**src/rtl/pencoder_pkg.sv**
```systemverilog
// Shared display constants and helpers for the priority-encoder display slice.
// Segment order is {g,f,e,d,c,b,a}, active-high.
package pencoder_pkg;

  localparam int unsigned SEG_W = 7;
  localparam int unsigned BCD_W = 4;

  localparam logic [SEG_W-1:0] SEG_0     = 7'b0111111;
  localparam logic [SEG_W-1:0] SEG_1     = 7'b0000110;
  localparam logic [SEG_W-1:0] SEG_2     = 7'b1011011;
  localparam logic [SEG_W-1:0] SEG_3     = 7'b1001111;
  localparam logic [SEG_W-1:0] SEG_4     = 7'b1100110;
  localparam logic [SEG_W-1:0] SEG_5     = 7'b1101101;
  localparam logic [SEG_W-1:0] SEG_6     = 7'b1111101;
  localparam logic [SEG_W-1:0] SEG_7     = 7'b0000111;
  localparam logic [SEG_W-1:0] SEG_8     = 7'b1111111;
  localparam logic [SEG_W-1:0] SEG_9     = 7'b1101111;
  localparam logic [SEG_W-1:0] SEG_BLANK = 7'b0000000;

  localparam logic [BCD_W-1:0] BCD_BLANK = 4'hF;

  // Decimal split of a code into two BCD digits.
  typedef struct packed {
    logic [BCD_W-1:0] tens;
    logic [BCD_W-1:0] units;
  } bcd_t;

  // Any non-decimal code (including BCD_BLANK) renders as a dark digit.
  function automatic logic [SEG_W-1:0] seg_decode(input logic [BCD_W-1:0] v);
    logic [SEG_W-1:0] s;
    case (v)
      4'd0:    s = SEG_0;
      4'd1:    s = SEG_1;
      4'd2:    s = SEG_2;
      4'd3:    s = SEG_3;
      4'd4:    s = SEG_4;
      4'd5:    s = SEG_5;
      4'd6:    s = SEG_6;
      4'd7:    s = SEG_7;
      4'd8:    s = SEG_8;
      4'd9:    s = SEG_9;
      default: s = SEG_BLANK;
    endcase
    return s;
  endfunction

endpackage

```
**src/rtl/seg_mux.sv**
```systemverilog
// Time-multiplexed 7-segment driver: refresh counter, digit select, one-hot
// digit enable and registered segment pattern for the selected digit.
module seg_mux
  import pencoder_pkg::*;
#(
  parameter int unsigned N_DIG       = 4,
  parameter int unsigned REFRESH_DIV = 50000
) (
  input  logic                        clk,
  input  logic                        rst,
  input  logic [N_DIG-1:0][BCD_W-1:0] digits,
  input  logic [N_DIG-1:0]            blank,
  output logic [SEG_W-1:0]            Y,
  output logic [N_DIG-1:0]            Dig
);

  localparam int unsigned CNT_W = $clog2(REFRESH_DIV);
  localparam int unsigned SEL_W = $clog2(N_DIG);

  logic [CNT_W-1:0] cnt;
  logic [SEL_W-1:0] sel;
  logic [SEL_W-1:0] sel_nxt;
  logic             wrap;

  // Next digit is computed ahead so Dig and Y switch on the same edge.
  always_comb begin
    wrap    = (cnt == CNT_W'(REFRESH_DIV - 1));
    sel_nxt = sel;
    if (wrap) begin
      sel_nxt = (sel == SEL_W'(N_DIG - 1)) ? '0 : sel + SEL_W'(1);
    end
  end

  always_ff @(posedge clk) begin
    if (rst) begin
      cnt <= '0;
      sel <= '0;
      Dig <= N_DIG'(1);
      Y   <= SEG_BLANK;
    end else begin
      cnt <= wrap ? '0 : cnt + CNT_W'(1);
      sel <= sel_nxt;
      Dig <= N_DIG'(1) << sel_nxt;
      Y   <= blank[sel_nxt] ? SEG_BLANK : seg_decode(digits[sel_nxt]);
    end
  end

endmodule

```
**src/rtl/pencoder_display.sv**
```systemverilog
// Registered priority encoder with capture-and-hold, exporting a binary code
// and showing the selected index in decimal on a multiplexed display.
module pencoder_display
  import pencoder_pkg::*;
#(
  parameter  int unsigned N_IN        = 16,
  parameter  int unsigned N_DIG       = 4,
  parameter  int unsigned REFRESH_DIV = 50000,
  localparam int unsigned CW          = $clog2(N_IN)
) (
  input  logic              clk,
  input  logic              rst,
  input  logic [N_IN-1:0]   b,
  input  logic              latch_en,
  input  logic              clr,
  output logic [CW-1:0]     code,
  output logic              valid,
  output logic [SEG_W-1:0]  Y,
  output logic [N_DIG-1:0]  Dig,
  output logic              dp
);

  logic [N_IN-1:0]            b_q;
  logic                       held;
  logic                       any;
  logic [CW-1:0]              idx;
  logic [6:0]                 code_w;
  bcd_t                       bcd;
  logic [N_DIG-1:0][BCD_W-1:0] digits;
  logic [N_DIG-1:0]           blank;

  // Highest-index asserted request wins; idx is 0 when nothing is asserted.
  always_comb begin
    any = |b_q;
    idx = '0;
    for (int i = 0; i < N_IN; i++) begin
      if (b_q[i]) idx = CW'(i);
    end
  end

  // A clr in latch mode only releases the hold; capture resumes next cycle.
  always_ff @(posedge clk) begin
    if (rst) begin
      b_q   <= '0;
      code  <= '0;
      valid <= 1'b0;
      held  <= 1'b0;
    end else begin
      b_q <= b;
      if (!latch_en) begin
        held  <= 1'b0;
        code  <= idx;
        valid <= any;
      end else if (clr) begin
        held  <= 1'b0;
      end else if (!held) begin
        code  <= idx;
        valid <= any;
        held  <= any;
      end
    end
  end

  // Decimal split by threshold compares; codes never exceed 63.
  always_comb begin
    code_w    = 7'(code);
    bcd.tens  = '0;
    bcd.units = code_w[3:0];
    for (int t = 1; t <= 6; t++) begin
      if (code_w >= 7'(10 * t)) begin
        bcd.tens  = 4'(t);
        bcd.units = 4'(code_w - 7'(10 * t));
      end
    end
  end

  // Units on digit 0, tens on digit 1 with leading-zero blanking, rest dark.
  always_comb begin
    digits    = {N_DIG{BCD_BLANK}};
    digits[0] = bcd.units;
    digits[1] = bcd.tens;
    blank     = '1;
    blank[0]  = !valid;
    blank[1]  = !valid || (bcd.tens == 4'd0);
  end

  seg_mux #(
    .N_DIG       (N_DIG),
    .REFRESH_DIV (REFRESH_DIV)
  ) u_seg_mux (
    .clk    (clk),
    .rst    (rst),
    .digits (digits),
    .blank  (blank),
    .Y      (Y),
    .Dig    (Dig)
  );

  assign dp = 1'b0;

endmodule

```
**config.mk**
```make
export PLATFORM = sky130hd
export DESIGN_NAME = pencoder_display
export DESIGN_NICKNAME = d
export VERILOG_FILES = /design/src/rtl/pencoder_pkg.sv /design/src/rtl/seg_mux.sv /design/src/rtl/pencoder_display.sv
export SDC_FILE = /design/constraint.sdc
export NUM_CORES = 1
export LEC_CHECK = 0
export CORE_MARGIN = 2
export CORE_UTILIZATION = 53
export DETAILED_ROUTE_END_ITERATION = 7
export GPL_TIMING_DRIVEN = 0
export PLACE_DENSITY = 0.81
export SYNTH_ARGS = -nofsm -noshare
export SYNTH_HDL_FRONTEND = slang
export SYNTH_SLANG_ARGS = --single-unit
```
**constraint.sdc**
```tcl
create_clock -name clk -period 2.4 [get_ports clk]
set_input_delay 0.48 -clock clk [delete_from_list [all_inputs] [get_ports clk]]
set_output_delay 0.48 -clock clk [all_outputs]
set_load 0.01 [all_outputs]
```
==> results.json, run 1 <==
{
  "status": "finished, final reports clean",
  "placed_area_um2": 2740,
  "routed_via_density": 5.57,
  "fin_crit_sh": 0.944,
  "syn_area_um2": 2330,
  "postSynthCellCount": 255,
  "synth_edf_count": 0,
  "port_buffers": 34,
  "layout-drive-gt1-share": 0.109,
  "ant_nets": 0,
  "die_area_um2": 4950,
  "area_delta_synth_final_pct": 25.2,
  "post_drt_wl_per_cell_um": 12.6,
  "antenna_cells": 0,
  "core_um2": 4290,
  "cp-start-kind": "flip-flop",
  "path_class": "reg -> reg",
  "fp.dieH_um": 70.4,
  "post-route-cell-area_um2": 2920,
  "mostFrequentLayoutCells": "51 x dfxtp_1, 40 x nor2_1, 34 x clkdlybuf4s50_1",
  "clock_path_buffers": 2,
  "synth-seq-cells": 51,
  "clock_latency_ps": 310,
  "worst_pin_slew_ps": 630,
  "yosys_warnings": 0,
  "synthArstFlopShare": 0,
  "required_ps": 2590,
  "cts.htree.levels": 2,
  "rrSetupSlack_ps": 130,
  "fmax_mhz": 441,
  "power.total_mw": 1.69,
  "vias": 1971,
  "gp_congestion": 0.849,
  "cts_hold_buffers": 0,
  "drc_errors": 0,
  "slew_violations": 0,
  "grt_pass1_vias": 1686,
  "layout_commonest_cell": "dfxtp_1",
  "grt_setup_unrepaired": "no",
  "root_buffer": "clkbuf_8",
  "cts_tree": "yes",
  "synthTopCellsByArea": "dfxtp_1 44%, nor2_1 6.4%, ha_1 4.8%",
  "dr.first_iter.drc_count": 106,
  "ys.flop_type": "dfxtp_1",
  "rr_endpoint": "u_seg_mux.Y[5]",
  "irDropWorstVdd_mv": 0.478,
  "grt_start_max_net_pins": 19,
  "drv_cap": 0,
  "power.density_nw_per_um2": 577,
  "dr.pass1.iters": 4,
  "grt_overflow": 0,
  "slew_headroom": 0.577,
  "die_x_um": 70.4,
  "hold_viol": 0,
  "critPathMaxFanout": 8,
  "synthDistinctLibCells": 51,
  "start_util": 0.544,
  "crit_path_end_kind": "flip-flop",
  "numCtsBuffers": 5,
  "utilization": 0.681,
  "rr_startpoint": "u_seg_mux.cnt[0]",
  "holdPathStages": 1,
  "seq_area_frac_synth": 0.437,
  "clock_skew_ps": 2.81,
  "rr_worst_depth": 10,
  "clkSinkCount": 51,
  "worstHoldPathType": "reg -> reg",
  "rows": 24,
  "synth_top_cell_by_area": "dfxtp_1",
  "min_to": "u_seg_mux.cnt[0]",
  "avgSynthCellArea_um2": 9.16,
  "grt_pass1_wl_mm": 7.29,
  "hold_start": "u_seg_mux.cnt[0]",
  "boundaryPins": 37,
  "leakage_nw": 1.14,
  "nNetsFinal": 330,
  "dp_hpwl_mm": 3.28,
  "synth_top_area_share": 0.437,
  "clk_pin_slew_ps": 90,
  "syn-num-nets": 284,
  "antenna_found_initial": 0,
  "fin_crit_ps": 2270,
  "setup_viol": 0,
  "routed_wl_mm": 4.46,
  "worstPathArrival_ps": 2460,
  "grt_use_total": 0.185
}
-- how the worst max path moves through the flow --
stage                     startpoint             end  depth (start not counted)
finish              u_seg_mux.cnt[0]  u_seg_mux.Y[5]                         10
detailed placement  u_seg_mux.cnt[0]  u_seg_mux.Y[5]                         10
global route        u_seg_mux.cnt[0]  u_seg_mux.Y[5]                         10
global placement    u_seg_mux.cnt[0]  u_seg_mux.Y[5]                         10
CTS                 u_seg_mux.cnt[0]  u_seg_mux.Y[0]                         11
floorplan           u_seg_mux.cnt[0]  u_seg_mux.Y[5]                         10
-- registers in the layout (all words and copies together), names as in the netlist --
register / flops
code: 4
u_seg_mux.sel: 2
b_q: 16
u_seg_mux.Dig: 4
valid: 1
u_seg_mux.cnt: 16
u_seg_mux.Y: 7
held: 1
-- area by class of cell --
cell class | instances | area [um2]
buffer | 9 | 46.3
timing repair buffer | 39 | 378
fill | 362 | 1370
inverter | 10 | 37.5
tap | 52 | 65.1
clock inverter | 3 | 26.3
multi-input combinational | 185 | 1280
sequential | 51 | 1020
clock buffer | 5 | 68.8
-- routing by layer --
layer | GRT usage | vias to the layer above | wire length (um)
li1 | - | 973 | -
met1 | 0.232 | 928 | 2020
met2 | 0.309 | 60 | 2140
met3 | 0.0418 | 10 | 214
met4 | 0.0705 | 0 | 87
met5 | 0 | - | 0
-- critical path, cell delays in order, from the launching register on --
cell,delay (ps)
dfxtp_1,360
ha_2,210
and3_4,220
nand4_1,140
mux2i_2,260
buf_6,170
nand2_1,70
o211a_1,180
ha_1,250
a211oi_2,220
a211oi_1,70
-- power by group --
group	total [mW]	internal [mW]	switching, mW
clock	0.512	0.215	0.297
sequential	0.909	0.884	0.0256
combinational	0.268	0.135	0.133
total	1.69	1.23	0.456
-- synth_stat cells (3+ instances only) --
library cell	count
a211oi_1	7
nor3_1	5
o21ai_0	8
dfxtp_1	51
nor2_1	40
xor2_1	6
nand3_1	7
o211ai_1	3
ha_1	9
clkbuf_1	6
inv_1	10
nand2b_1	3
mux2i_1	5
nor2b_1	17
nand2_1	13
nand4_1	4
nor4_1	3
a21oi_1	10
xnor2_1	7
-- repair_timing --
item                                   4_1_cts  5_1_grt
pin swaps                                    1        0
buffers inserted                             2        3
gates resized for setup                      2        9
setup endpoints to repair                    7        6
endpoints found under the hold margin        0        0
-- kinds of logic (layout without fill, tap and decap cells) --
family	count (synthesis)	in the layout	share of synthesized area
XOR/XNOR	13	13	0.0488
other	1	1	0.00161
multiplexers	7	7	0.0327
buffers and inverters	19	66	0.0343
flip-flops	51	51	0.437
AO/OA/AOI/OAI	44	44	0.130
AND/OR/NAND/NOR	111	111	0.267
adder cells (fa/ha/maj)	9	9	0.0482
-- metrics by stage --
step	setup TNS (ps)	std cells	worst slack [ps]	hold slack (ps)
final	0	354	134	461
after floorplan	0	255	177	418
after global placement	-146	341	-72.0	431
after detailed placement	-345	341	-103	442
after global routing	0	354	2.85	476
after CTS	0	351	3.11	456
No activity file was read; power rests on OpenSTA's default activity.
==> run 2, diff against run 1 <==
CORE_ASPECT_RATIO = 0.7   (was not set)
GPL_TIMING_DRIVEN = not set   (was 0)
==> run 2 against run 1 <==
Against the previous run: critical path depth down 1; utilization increased by 1.2 points; sequential share of layout area fell by 0.44 points; combinational power is essentially flat; first-iteration DRC count is 73% higher; power is 11% higher; non-clock buffer count shrank 3; flip-flop and latch count unchanged; clock power is 36% higher; die area increased by 0.18%; largest cell class unchanged; largest power group unchanged.
==> results.json, run 2 (synthesis results as in run 1) <==
{
  "root_buffer": "clkbuf_8",
  "drc_errors": 0,
  "routed_via_density": 5.41,
  "cts_hold_buffers": 0,
  "post_drt_wl_per_cell_um": 13.9,
  "grt_setup_unrepaired": "yes",
  "utilization": 0.693,
  "power.total_mw": 1.88,
  "met2_length_mm": 2.10,
  "start_util": 0.546,
  "clock_latency_ps": 300,
  "routed_wl_mm": 4.94,
  "dp_hpwl_mm": 3.43,
  "top_layer_used": "met4",
  "cts_tree": "yes",
  "worst_pin_slew_ps": 536,
  "setup_viol": 0,
  "core_um2": 4280,
  "worstPathArrival_ps": 2450,
  "mostFrequentLayoutCells": "50 x dfxtp_1, 40 x nor2_1, 35 x clkdlybuf4s50_1",
  "vias": 1914,
  "grt_pass1_vias": 1727,
  "fmax_mhz": 439,
  "clk_pin_slew_ps": 90,
  "leakage_nw": 1.17,
  "grt_start_max_net_pins": 28,
  "crit_chain": "ha_2 > and3_4 > nand4_1 > mux2i_4 > nand2_1 > o211a_1 > ha_1 > a211oi_2 > a211oi_1",
  "fin_crit_ps": 2280,
  "place_inst": 344,
  "post-route-cell-area_um2": 2970,
  "path_class": "reg -> reg",
  "cts.htree.levels": 2,
  "hold_viol": 0,
  "holdPathStages": 1,
  "hold_ws_ps": 427,
  "clkSinkCount": 51,
  "numCtsBuffers": 5,
  "dr.first_iter.drc_count": 183,
  "critPathTopFamily": "simple AND/OR/NAND/NOR gates",
  "irDropWorstVdd_mv": 0.394,
  "layout-drive-gt1-share": 0.114,
  "gp_congestion": 0.853,
  "worst-path-stages": 9,
  "layout_commonest_cell": "dfxtp_1",
  "die_x_um": 83.3,
  "ant_nets": 0,
  "worstHoldPathType": "reg -> reg",
  "clock_skew_ps": 6.79,
  "slew_violations": 0,
  "area_delta_synth_final_pct": 27.0,
  "nNetsFinal": 327,
  "power.density_nw_per_um2": 634,
  "path_buf_inv": 0,
  "dr.pass1.iters": 4,
  "antenna_cells": 0,
  "boundaryPins": 37,
  "required_ps": 2570,
  "rr_worst_depth": 9,
  "rows": 20,
  "rrSetupSlack_ps": 120,
  "cp_slowest_cell": "dfxtp_1",
  "final_cell_count_no_fill": 354,
  "critPathMaxFanout": 5,
  "grt_pass1_wl_mm": 8.18,
  "cp-start-kind": "flip-flop",
  "slew_headroom": 0.639,
  "fin_crit_sh": 0.949,
  "status": "finished, final reports clean",
  "grt_overflow": 0,
  "die_area_um2": 4960,
  "placed_area_um2": 2770,
  "crit_path_end_kind": "flip-flop",
  "port_buffers": 35,
  "reg_top3": "b_q x16, u_seg_mux.cnt x16, u_seg_mux.Y x7",
  "fp.dieH_um": 59.5,
  "clock_path_buffers": 2,
  "grt_use_total": 0.207,
  "wl_met3_um": 290,
  "drv_cap": 0,
  "met1Wirelength_mm": 2.48,
  "antenna_found_initial": 0,
  "cpPeakStageDelay_ps": 350
}
==> run 2: worst paths after layout <==
path / endpoint / from
worst max-delay path: u_seg_mux.Y[5] / u_seg_mux.cnt[1]
worst min-delay path: u_seg_mux.cnt[0] / u_seg_mux.cnt[0]
worst max register to register: u_seg_mux.Y[5] / u_seg_mux.cnt[1]
worst min register to register: u_seg_mux.cnt[0] / u_seg_mux.cnt[0]
==> run 2: cell type report <==
cell class	count	area, um2
clock buffer	5	68.8
timing repair buffer	45	425
multi-input combinational	185	1270
fill	321	1310
inverter	10	37.5
sequential	51	1020
clock inverter	3	67.6
tap	55	68.8
==> run 2: routing by layer <==
metal,up-vias,global-route usage
li1,969,-
met1,884,0.302
met2,52,0.303
met3,9,0.0501
met4,0,0.0656
met5,-,0
==> run 2: per-stage QoR <==
step | setup WS (ps) | setup TNS [ps]
finish | 123 | 0
global route | -38.9 | -73.0
CTS | 39.5 | 0
detailed placement | 85.3 | 0
global placement | 143 | 0
floorplan | 177 | 0
==> run 2: what timing repair did <==
action / CTS / global route
setup buffers: 0 / 2
gates resized for setup: 0 / 9
setup endpoints to repair: 0 / 7
==> run 2: worst register-to-register path, cell delays in order, from the launching register on <==
cell and delay [ps]:
dfxtp_1 350, ha_2 210, and3_4 220, nand4_1 220, mux2i_4 320, nand2_1 110
o211a_1 190, ha_1 240, a211oi_2 200, a211oi_1 70
==> run 2: where the power goes <==
part	internal (mW)	switching, mW	total [mW]
Combinational	0.136	0.131	0.267
Sequential	0.884	0.0312	0.915
Clock	0.415	0.283	0.698
Total	1.43	0.445	1.88
